[src/rtl/div_pkg.sv]
// -----------------------------------------------------------------------------
// div_pkg -- shared types, sizes and helpers for the sequential signed divider.
//
// Contents:
//   DIV_WIDTH    default divisor/remainder width (dividend/quotient are 2x)
//   DIV_ITER     number of restoring iterations (one per quotient bit)
//   CNT_W        width of the iteration counter
//   MAG_W        width of internal magnitudes; one bit wider than the dividend
//                so that the most negative dividend has a representable |value|
//   div_state_t  control FSM states
//   abs_mag()    two's-complement absolute value at MAG_W bits
// -----------------------------------------------------------------------------
package div_pkg;

    localparam int DIV_WIDTH = 6;
    localparam int DIV_ITER  = 2 * DIV_WIDTH;
    localparam int CNT_W     = $clog2(DIV_ITER + 1);
    localparam int MAG_W     = DIV_ITER + 1;

    typedef enum logic [1:0] {
        IDLE = 2'd0,
        CALC = 2'd1,
        FIX  = 2'd2,
        DONE = 2'd3
    } div_state_t;

    // Operand must already be sign-extended to MAG_W bits.
    function automatic logic [MAG_W-1:0] abs_mag(input logic [MAG_W-1:0] v);
        abs_mag = v[MAG_W-1] ? (~v + 1'b1) : v;
    endfunction

endpackage

[src/rtl/div_if.sv]
// -----------------------------------------------------------------------------
// div_if -- request/result bundle between a client and div_seq.
//
// Signals:
//   start        request pulse, honoured only while the divider is idle
//   dividend     signed, 2*WIDTH bits
//   divisor      signed, WIDTH bits
//   busy         divider is working (CALC or FIX)
//   done         one-cycle pulse; results valid from this cycle on
//   quotient     signed, 2*WIDTH bits, truncated toward zero
//   remainder    signed, WIDTH bits, sign follows the dividend
//   div_by_zero  flags a result produced with a zero divisor
//
// Modports: master = client side, slave = divider side.
// -----------------------------------------------------------------------------
interface div_if
    import div_pkg::*;
#(
    parameter int WIDTH = DIV_WIDTH
);

    logic                 start;
    logic [2*WIDTH-1:0]   dividend;
    logic [WIDTH-1:0]     divisor;
    logic                 busy;
    logic                 done;
    logic [2*WIDTH-1:0]   quotient;
    logic [WIDTH-1:0]     remainder;
    logic                 div_by_zero;

    modport master (
        output start, dividend, divisor,
        input  busy, done, quotient, remainder, div_by_zero
    );

    modport slave (
        input  start, dividend, divisor,
        output busy, done, quotient, remainder, div_by_zero
    );

endinterface

[src/rtl/div_step.sv]
// -----------------------------------------------------------------------------
// div_step -- one combinational restoring shift-subtract step on magnitudes.
//
// Ports:
//   rem_in   partial remainder before this step (always < div_mag)
//   bit_in   next dividend bit, shifted into the remainder LSB
//   div_mag  |divisor|
//   rem_out  partial remainder after this step
//   q_bit    quotient bit produced by this step
//
// RW is one bit wider than the divisor so that |most negative divisor| fits.
// -----------------------------------------------------------------------------
module div_step #(
    parameter int RW = 7
) (
    input  logic [RW-1:0] rem_in,
    input  logic          bit_in,
    input  logic [RW-1:0] div_mag,
    output logic [RW-1:0] rem_out,
    output logic          q_bit
);

    logic [RW:0] shifted;
    logic [RW:0] diff;
    logic        fits;

    // NOTE: every signal written in always_comb gets a value on every path,
    // otherwise synthesis infers a latch to hold the old value.
    always_comb begin
        shifted = {rem_in, bit_in};
        diff    = shifted - {1'b0, div_mag};
        fits    = (shifted >= {1'b0, div_mag});
        q_bit   = fits;
        // Either result is below div_mag here, so dropping the top bit is safe.
        rem_out = fits ? RW'(diff) : RW'(shifted);
    end

endmodule

[src/rtl/div_seq.sv]
// -----------------------------------------------------------------------------
// div_seq -- sequential signed divider (restoring, one quotient bit per cycle).
//
// Ports:
//   clk   rising-edge clock
//   rst   asynchronous, active-high reset; aborts any operation in flight
//   bus   div_if.slave: start/dividend/divisor in, busy/done/results out
//
// Flow: IDLE captures magnitudes and sign bits on start, CALC runs 2*WIDTH
// restoring steps, FIX applies signs and registers the results, DONE pulses
// done for one cycle. Results hold until the next operation or reset.
// A zero divisor yields quotient = all ones, remainder = dividend[WIDTH-1:0]
// and div_by_zero = 1.
//
// Build option:
//   DIV_EARLY_OUT_EN  when defined, a zero dividend or divisor skips CALC and
//                     goes straight to FIX (same result values, 2-cycle latency).
//
// WIDTH must not exceed div_pkg::DIV_WIDTH (magnitudes are formed at MAG_W).
// -----------------------------------------------------------------------------
module div_seq
    import div_pkg::*;
#(
    parameter int WIDTH = DIV_WIDTH
) (
    input logic  clk,
    input logic  rst,
    div_if.slave bus
);

    localparam int QW   = 2 * WIDTH;
    localparam int RW   = WIDTH + 1;
    localparam int ITER = 2 * WIDTH;
    localparam int CW   = $clog2(ITER + 1);

    div_state_t     state;
    div_state_t     state_nxt;

    logic [CW-1:0]    cnt;
    logic [QW-1:0]    dq;        // dividend bits shift out the top, quotient bits in the bottom
    logic [RW-1:0]    prem;      // partial remainder magnitude
    logic [RW-1:0]    dvs_mag;
    logic             sign_dvd;
    logic             sign_dvs;
    logic             dvs_zero;
    logic [WIDTH-1:0] dvd_lo;    // returned as the remainder on divide-by-zero

    logic [MAG_W-1:0] dvd_abs;
    logic [MAG_W-1:0] dvs_abs;
    logic             early;
    logic [RW-1:0]    step_rem;
    logic             step_q;

    logic             busy;
    logic             done;
    logic [QW-1:0]    quotient;
    logic [WIDTH-1:0] remainder;
    logic             div_by_zero;

    // Operand magnitudes, formed one bit wider than the operands.
    always_comb begin
        dvd_abs = abs_mag({{(MAG_W-QW){bus.dividend[QW-1]}}, bus.dividend});
        dvs_abs = abs_mag({{(MAG_W-WIDTH){bus.divisor[WIDTH-1]}}, bus.divisor});
    end

`ifdef DIV_EARLY_OUT_EN
    assign early = (bus.dividend == '0) || (bus.divisor == '0);
`else
    assign early = 1'b0;
`endif

    div_step #(
        .RW (RW)
    ) u_step (
        .rem_in  (prem),
        .bit_in  (dq[QW-1]),
        .div_mag (dvs_mag),
        .rem_out (step_rem),
        .q_bit   (step_q)
    );

    // NOTE: sequential state uses non-blocking assignments so every register
    // samples pre-edge values, independent of statement order.
    always_ff @(posedge clk or posedge rst) begin
        if (rst) begin
            state <= IDLE;
        end else begin
            state <= state_nxt;
        end
    end

    always_comb begin
        state_nxt = state;
        busy      = 1'b0;
        done      = 1'b0;
        case (state)
            IDLE: begin
                if (bus.start) begin
                    state_nxt = early ? FIX : CALC;
                end
            end
            CALC: begin
                busy = 1'b1;
                if (cnt == CW'(ITER - 1)) begin
                    state_nxt = FIX;
                end
            end
            FIX: begin
                busy      = 1'b1;
                state_nxt = DONE;
            end
            DONE: begin
                done      = 1'b1;
                state_nxt = IDLE;
            end
            default: begin
                state_nxt = IDLE;
            end
        endcase
    end

    // NOTE: the datapath is a handful of flops, not a memory, so all of it is
    // reset; that also clears the visible results as soon as rst rises.
    always_ff @(posedge clk or posedge rst) begin
        if (rst) begin
            cnt         <= '0;
            dq          <= '0;
            prem        <= '0;
            dvs_mag     <= '0;
            sign_dvd    <= 1'b0;
            sign_dvs    <= 1'b0;
            dvs_zero    <= 1'b0;
            dvd_lo      <= '0;
            quotient    <= '0;
            remainder   <= '0;
            div_by_zero <= 1'b0;
        end else begin
            case (state)
                IDLE: begin
                    if (bus.start) begin
                        // |dividend| <= 2^(QW-1) always fits QW unsigned bits.
                        dq       <= QW'(dvd_abs);
                        dvs_mag  <= RW'(dvs_abs);
                        prem     <= '0;
                        cnt      <= '0;
                        sign_dvd <= bus.dividend[QW-1];
                        sign_dvs <= bus.divisor[WIDTH-1];
                        dvs_zero <= (bus.divisor == '0);
                        dvd_lo   <= bus.dividend[WIDTH-1:0];
                    end
                end
                CALC: begin
                    dq   <= {dq[QW-2:0], step_q};
                    prem <= step_rem;
                    cnt  <= cnt + 1'b1;
                end
                FIX: begin
                    div_by_zero <= dvs_zero;
                    if (dvs_zero) begin
                        quotient  <= '1;
                        remainder <= dvd_lo;
                    end else begin
                        // Negation wraps mod 2^QW, so -2^(QW-1) / -1 returns 2^(QW-1).
                        quotient  <= (sign_dvd ^ sign_dvs) ? -dq : dq;
                        remainder <= sign_dvd ? WIDTH'(-prem) : WIDTH'(prem);
                    end
                end
                default: begin
                end
            endcase
        end
    end

    assign bus.busy        = busy;
    assign bus.done        = done;
    assign bus.quotient    = quotient;
    assign bus.remainder   = remainder;
    assign bus.div_by_zero = div_by_zero;

endmodule

[src/flat_wrapper.sv]
// flat-port wrapper written by rule: the top's interface ports become plain ports
module div_seq_flat import div_pkg::*;
#(
    parameter int WIDTH = DIV_WIDTH
)
  (clk, rst, bus_start, bus_dividend, bus_divisor, bus_busy, bus_done, bus_quotient, bus_remainder, bus_div_by_zero);
  div_if #(.WIDTH(WIDTH)) bus_i ();
  input logic clk;
  input logic rst;
  input wire logic [$bits(bus_i.start)-1:0] bus_start;
  input wire logic [$bits(bus_i.dividend)-1:0] bus_dividend;
  input wire logic [$bits(bus_i.divisor)-1:0] bus_divisor;
  output wire logic [$bits(bus_i.busy)-1:0] bus_busy;
  output wire logic [$bits(bus_i.done)-1:0] bus_done;
  output wire logic [$bits(bus_i.quotient)-1:0] bus_quotient;
  output wire logic [$bits(bus_i.remainder)-1:0] bus_remainder;
  output wire logic [$bits(bus_i.div_by_zero)-1:0] bus_div_by_zero;
  assign bus_i.start = bus_start;
  assign bus_i.dividend = bus_dividend;
  assign bus_i.divisor = bus_divisor;
  assign bus_busy = bus_i.busy;
  assign bus_done = bus_i.done;
  assign bus_quotient = bus_i.quotient;
  assign bus_remainder = bus_i.remainder;
  assign bus_div_by_zero = bus_i.div_by_zero;
  div_seq #(.WIDTH(WIDTH)) u_core (.clk(clk), .rst(rst), .bus(bus_i));
endmodule
[config.mk]
export PLATFORM = sky130hd
export DESIGN_NAME = div_seq_flat
export DESIGN_NICKNAME = d
export VERILOG_FILES = /design/src/rtl/div_pkg.sv /design/src/rtl/div_if.sv /design/src/rtl/div_step.sv /design/src/rtl/div_seq.sv /design/src/flat_wrapper.sv
export SDC_FILE = /design/constraint.sdc
export NUM_CORES = 1
export LEC_CHECK = 0
export ABC_CLOCK_PERIOD_IN_PS = 3150
export BUFFER_PORTS_ARGS = -buffer_cell sky130_fd_sc_hd__clkbuf_2
export CORE_ASPECT_RATIO = 1.25
export CORE_MARGIN = 3
export CORE_UTILIZATION = 25
export CTS_CLUSTER_DIAMETER = 100
export DETAILED_ROUTE_END_ITERATION = 6
export GPL_TIMING_DRIVEN = 0
export PLACE_DENSITY_LB_ADDON = 0.15
export SLEW_MARGIN = 10
export SYNTH_ARGS = -nofsm -noshare
export SYNTH_HDL_FRONTEND = slang
export SYNTH_SLANG_ARGS = --single-unit
[constraint.sdc]
create_clock -name clk -period 3.15 [get_ports clk]
set_clock_uncertainty 0.1 [all_clocks]
set_input_delay 0.1575 -clock clk [delete_from_list [all_inputs] [get_ports clk]]
set_output_delay 0.1575 -clock clk [all_outputs]
set_load 0.05 [all_outputs]
======== Yosys cells after proc, flatten, opt, wreduce, memory -nomap -nowiden ========
Index checks and enable logic that the tools add are counted.
W data, S select, Z words.
operators by class
  add/sub/neg operators ................... 6
  equal/unequal tests ..................... 6
  reduce and logical (&&, ||, !) cells .... 7
  magnitude comparators ................... 1
  bitwise operators ....................... 3
  muxes and demuxes ....................... 18
operators with widths
  operator                 count
  $mux W12                 4
  $pmux W12 S2             1
  $mux W7                  3
  $pmux W7 S2              1
  $add A12 B1 Y12 const B  1
  $mux W6                  2
  $neg A12 Y12             1
  $not A12 Y12             1
  $ge A8 B7 Y1             1
  $pmux W2 S4              1
  $pmux W4 S2              1
  $add A7 B1 Y7 const B    1
  $not A7 Y7               1
  $sub A7 B7 Y7            1
  $logic_not A6 Y1         1
  $neg A6 Y6               1
  $reduce_and A2 Y1        3
  $add A4 B1 Y4 const B    1
  $eq A2 B2 Y1 const B     2
  $eq A4 B4 Y1 const B     1
  $mux W2                  2
  $mux W4                  1
  $eq A2 B1 Y1 const B     1
  $logic_not A2 Y1         1
  6 further kinds          7
storage, ports and cells
  bits of input ports ..................... 21
  register bits ........................... 60
  word-level logic and storage cells ...... 53

======== Longest topological paths before layout ========
  depth after elaboration ................. 5
  depth in mapped cells ................... 9
  depth with buffers taken out ............ 8

======== By module ========
Synthesis repeated with hierarchy kept, for this count alone.
unflattened totals
  cells, all modules ...................... 397
  area total of the unflattened synthesis .. 3758.6 um^2
by module, submodules not included
  module    area each (um^2)  cells each  instances
  div_seq   3294.4            339         1
  div_step  464.2             58          1

======== Least setup slack after synthesis ========
OpenSTA, ideal clock, no wires.
  kind .................................... register -> register
  start ................................... register u_core.dq[11]
  end ..................................... register u_core.prem[3]
  arrival ................................. 2.212 ns
  data required time ...................... 2.924 ns
  buffers on the path ..................... 1
  clock period less this slack ............ 2.438 ns
  setup time .............................. 0.126 ns
  stages on the path, launching flop included .. 10
  slack ................................... 0.712 ns
  path through ............................ dfrtp_1 inv_1 ha_1 fa_1 nand2b_1 a21oi_1 o221a_2 buf_2 nor3_1 a221o_1
between the ends
  longest elaborated chain between the ends .. 3
  elaborated cells on any way between the ends .. 4
  those cells by class .................... add/sub: 1; order compare: 1; mux: 2
RTL lines
  element                                        RTL line                        source
  start, declared                                div_seq.sv:40                   logic [QW-1:0] dq;
  start signal, assigned                         div_seq.sv:142                  dq <= QW'(dvd_abs);
  start signal, assigned                         div_seq.sv:153                  dq <= {dq[QW-2:0], step_q};
  $sub A7 B7 Y7 or $ge A8 B7 Y1 (tied branches)  div_step.sv:31, div_step.sv:32
  $mux W7 *                                      div_step.sv:35                  rem_out = fits ? RW'(diff) : RW'(shifted);
  $pmux W7 S2 *                                  div_seq.sv:138                  case (state)
  end signal, assigned                           div_seq.sv:154                  prem <= step_rem;
  end, declared                                  div_seq.sv:41                   logic [RW-1:0] prem;
Mark *: on every way between the ends. The rest lies on a longest branch, timed or not.
A chain may end at the register's enable or synchronous reset.

======== Final worst setup path ========
  start ................................... register u_core.dq[11]
  end ..................................... register u_core.prem[4]
The elaborated chain is that of the path after synthesis.

==> run summary <==
Synth Instances: 399
Synth Flop Type: dfrtp_1
Min cycle time layout: 2.81 ns
Max Root-Sink Buffers: 2
P_leak: 1.96 nW
Drt wl/cell: 15.7 um
Final HPWL from detailed placement: 7.64 mm
Syn_nets: 437
Synth cell types: 51
Starting Density: 26.0%
Worst-Skew Late Latency: 0.33 ns
WP data arrival: 2.91 ns
Final number of hold-violating endpoints: 0
First-pass DRT Iterations: 4
Antenna Violating Nets Remaining: 0
Detailed-route DRC error count: 0
Critical Setup Path Class: flip-flop to flip-flop
Finished Layout Cells: 634
Post-CTS Setup Bufs: 0
IO buf count: 41
Status: completed
P&R area growth vs syn: 21.3%
Die area: 16000 um2
Worst hold margin: 0.0214 ns
Yosys warns: 0
RSZ-0062 raised after global routing: no
Share of cells above drive strength 1: 17.2%
H-tree Lvls: 3
Dpl cells: 615
Diodes inserted: 0
Crit Path Max Fanout: 10
Core Footprint: 14000 um2
Syn Std Cell Area: 3630 um2
GP Congestion: 0.833
I/O pin count: 42
Final period utilization: 89.1%
Pin count of the biggest net entering global routing: 61
Hold Crit Class: input pin to flip-flop
Rel. slew slack: 46.7%
Die Wd: 114 um
Die H: 141 um
Total GRT Usage: 12.7%
CP Capture Type: flip-flop
Slew @ Worst Pin: 0.800 ns
Hold_buf cts: 3
Pwr Total: 5.41 mW
Post-synth EDFFs: 0
Global-route wire length before repair: 15.9 mm
Vias in the first global route: 3049
DRT iter0 DRCs: 128
Rows: 48
Reg-to-reg slack, setup: 0.34 ns
Nets: 492
GRT overflow: 0
Vias per cell: 4.77
Clk pin slew, worst setup/hold paths: 0.05 ns
Fin. max-slew vios: 0
Initial antenna violation count: 0
Critical Path RT: 3.25 ns
Synth Register Bits: 60
Setup_tns: 0 ns
Hold Crit Start: bus_divisor[0]
Seq/Total Area, Yosys: 41.3%
Power Dens Cells: 1230 nW/um2
Endpoints failing setup: 0
Worst r2r src: u_core.dq[11]$_DFFE_PP0P_
CTS sink cnt: 60
Async set-reset flop share out of synthesis: 100%
CTS buffer count: 9
Crit start category: flip-flop
Routed vias: 3025
Drt total wl: 9.94 mm
Fmax: 356 MHz
Max-cap violation count: 0
Root Buffer: clkbuf_16
Worst IR Drop VDD: 465 uV
CTS tree: built
Critical Path Start: u_core.dq[11]$_DFFE_PP0P_
Syn_area_per_cell: 9.11 um2
Resized cells post-CTS: 0
[power by group]
group	internal, mW	leakage [nW]	switching (mW)
registers	1.12	0.741	0.296
clock network	0.712	0.153	0.343
logic	1.08	1.07	1.86
total	2.91	1.96	2.50
[area by class of cell]
class,instances,area [um2]
tap,175,219
fill,1497,9580
inverter,22,85.1
sequential,60,1500
timing repair buffer,44,235
buffer,18,91.3
clock buffer,12,246
clock inverter,4,72.6
multi-input combinational,299,1960
[path summary, 6_finish.rpt]
kind / to / cells past startpoint
worst max-delay path: u_core.prem[4]$_DFFE_PP0P_ / 9
worst min-delay path: u_core.dvs_mag[0]$_DFFE_PP0P_ / 3
worst max register to register: u_core.prem[4]$_DFFE_PP0P_ / 9
worst min register to register: u_core.dvd_lo[1]$_DFFE_PP0P_ / 2
max in group asynchronous: u_core.prem[6]$_DFFE_PP0P_ / 3
min in group asynchronous: u_core.bus.div_by_zero$_DFFE_PP0P_ / 3
[synthesized netlist by cell type (all sizes together), types with 4 or more instances]
library cell | instances | share of area, %
nor3 | 9 | 1.2
nor2b | 6 | 1.0
xnor2 | 12 | 2.9
or4 | 4 | 0.93
o41ai | 4 | 1.2
clkbuf | 13 | 1.6
o31ai | 9 | 1.9
o21ai | 34 | 4.7
dfrtp | 60 | 41
xor2 | 17 | 4.1
mux2 | 11 | 3.4
buf | 5 | 0.90
a31oi | 4 | 0.69
nand2 | 45 | 4.6
nor2 | 41 | 4.2
ha | 16 | 5.5
nand2b | 5 | 0.86
nor4 | 4 | 0.69
or2 | 4 | 0.69
a21oi | 24 | 3.3
mux2i | 14 | 3.9
inv | 22 | 2.3
[cell usage in the layout (no fill, tap or decap), types with 3 or more instances in the layout]
cell,instances
a21oi_1,24
a221o_1,3
a31oi_1,4
clkbuf_1,14
clkbuf_16,9
clkbuf_2,41
dfrtp_1,60
dlygate4sd3_1,3
ha_1,16
inv_1,21
mux2_2,11
mux2i_1,14
nand2_1,45
nand2b_1,5
nand3_1,3
nor2_1,41
nor2b_1,6
nor3_1,9
nor3b_1,3
nor4_1,4
o211ai_1,3
o21ai_0,33
o31ai_1,9
o41ai_1,3
or2_2,4
or4_1,3
xnor2_1,12
xor2_1,17
[routing by layer]
layer / GRT usage [%] / vias up / share of wire [%]
li1: - / 1509 / -
met5: 0 / - / 0
met4: 5.19 / 0 / 1.9
met2: 23.1 / 55 / 53
met3: 2.45 / 12 / 3.3
met1: 14.6 / 1449 / 42
[state kept, by name, indices dropped and copies added (netlist names)]
signal	cells
u_core.bus.quotient	12
u_core.dq	12
u_core.dvs_mag	7
u_core.prem	7
u_core.bus.remainder	6
u_core.dvd_lo	6
u_core.cnt	4
u_core.state	2
u_core.bus.div_by_zero	1
u_core.dvs_zero	1
u_core.sign_dvd	1
u_core.sign_dvs	1
[through the flow]
| step | cell area (um2) | setup WS [ns] | utilization, % |
|---|---|---|---|
| floorplan | 3630 | 0.712 | - |
| global placement | 4060 | 0.363 | 29.0 |
| detailed placement | 4060 | 0.341 | 29.0 |
| CTS | 4410 | 0.322 | 31.5 |
| global route | 4410 | 0.234 | 31.5 |
| finish | 4410 | 0.342 | 31.5 |
[cells by family after synthesis]
logic type	count (synthesis)	share of synthesized area (%)
compound gates	98	17.1
xor+xnor	29	6.99
buf+inv	40	4.79
flops	60	41.3
mux	25	7.27
fa+ha+maj	17	6.06
simple gates	130	16.5
[critical path, cell delays in order (launching register included)]
cell and delay, ns:
dfrtp_1 0.44, inv_1 0.07, ha_1 0.24, fa_1 0.47, nand2b_1 0.16, a21oi_1 0.34, o221a_2 0.30, buf_2 0.21
nor3_1 0.08, a221o_1 0.27
(Power assumes the default switching activity.)
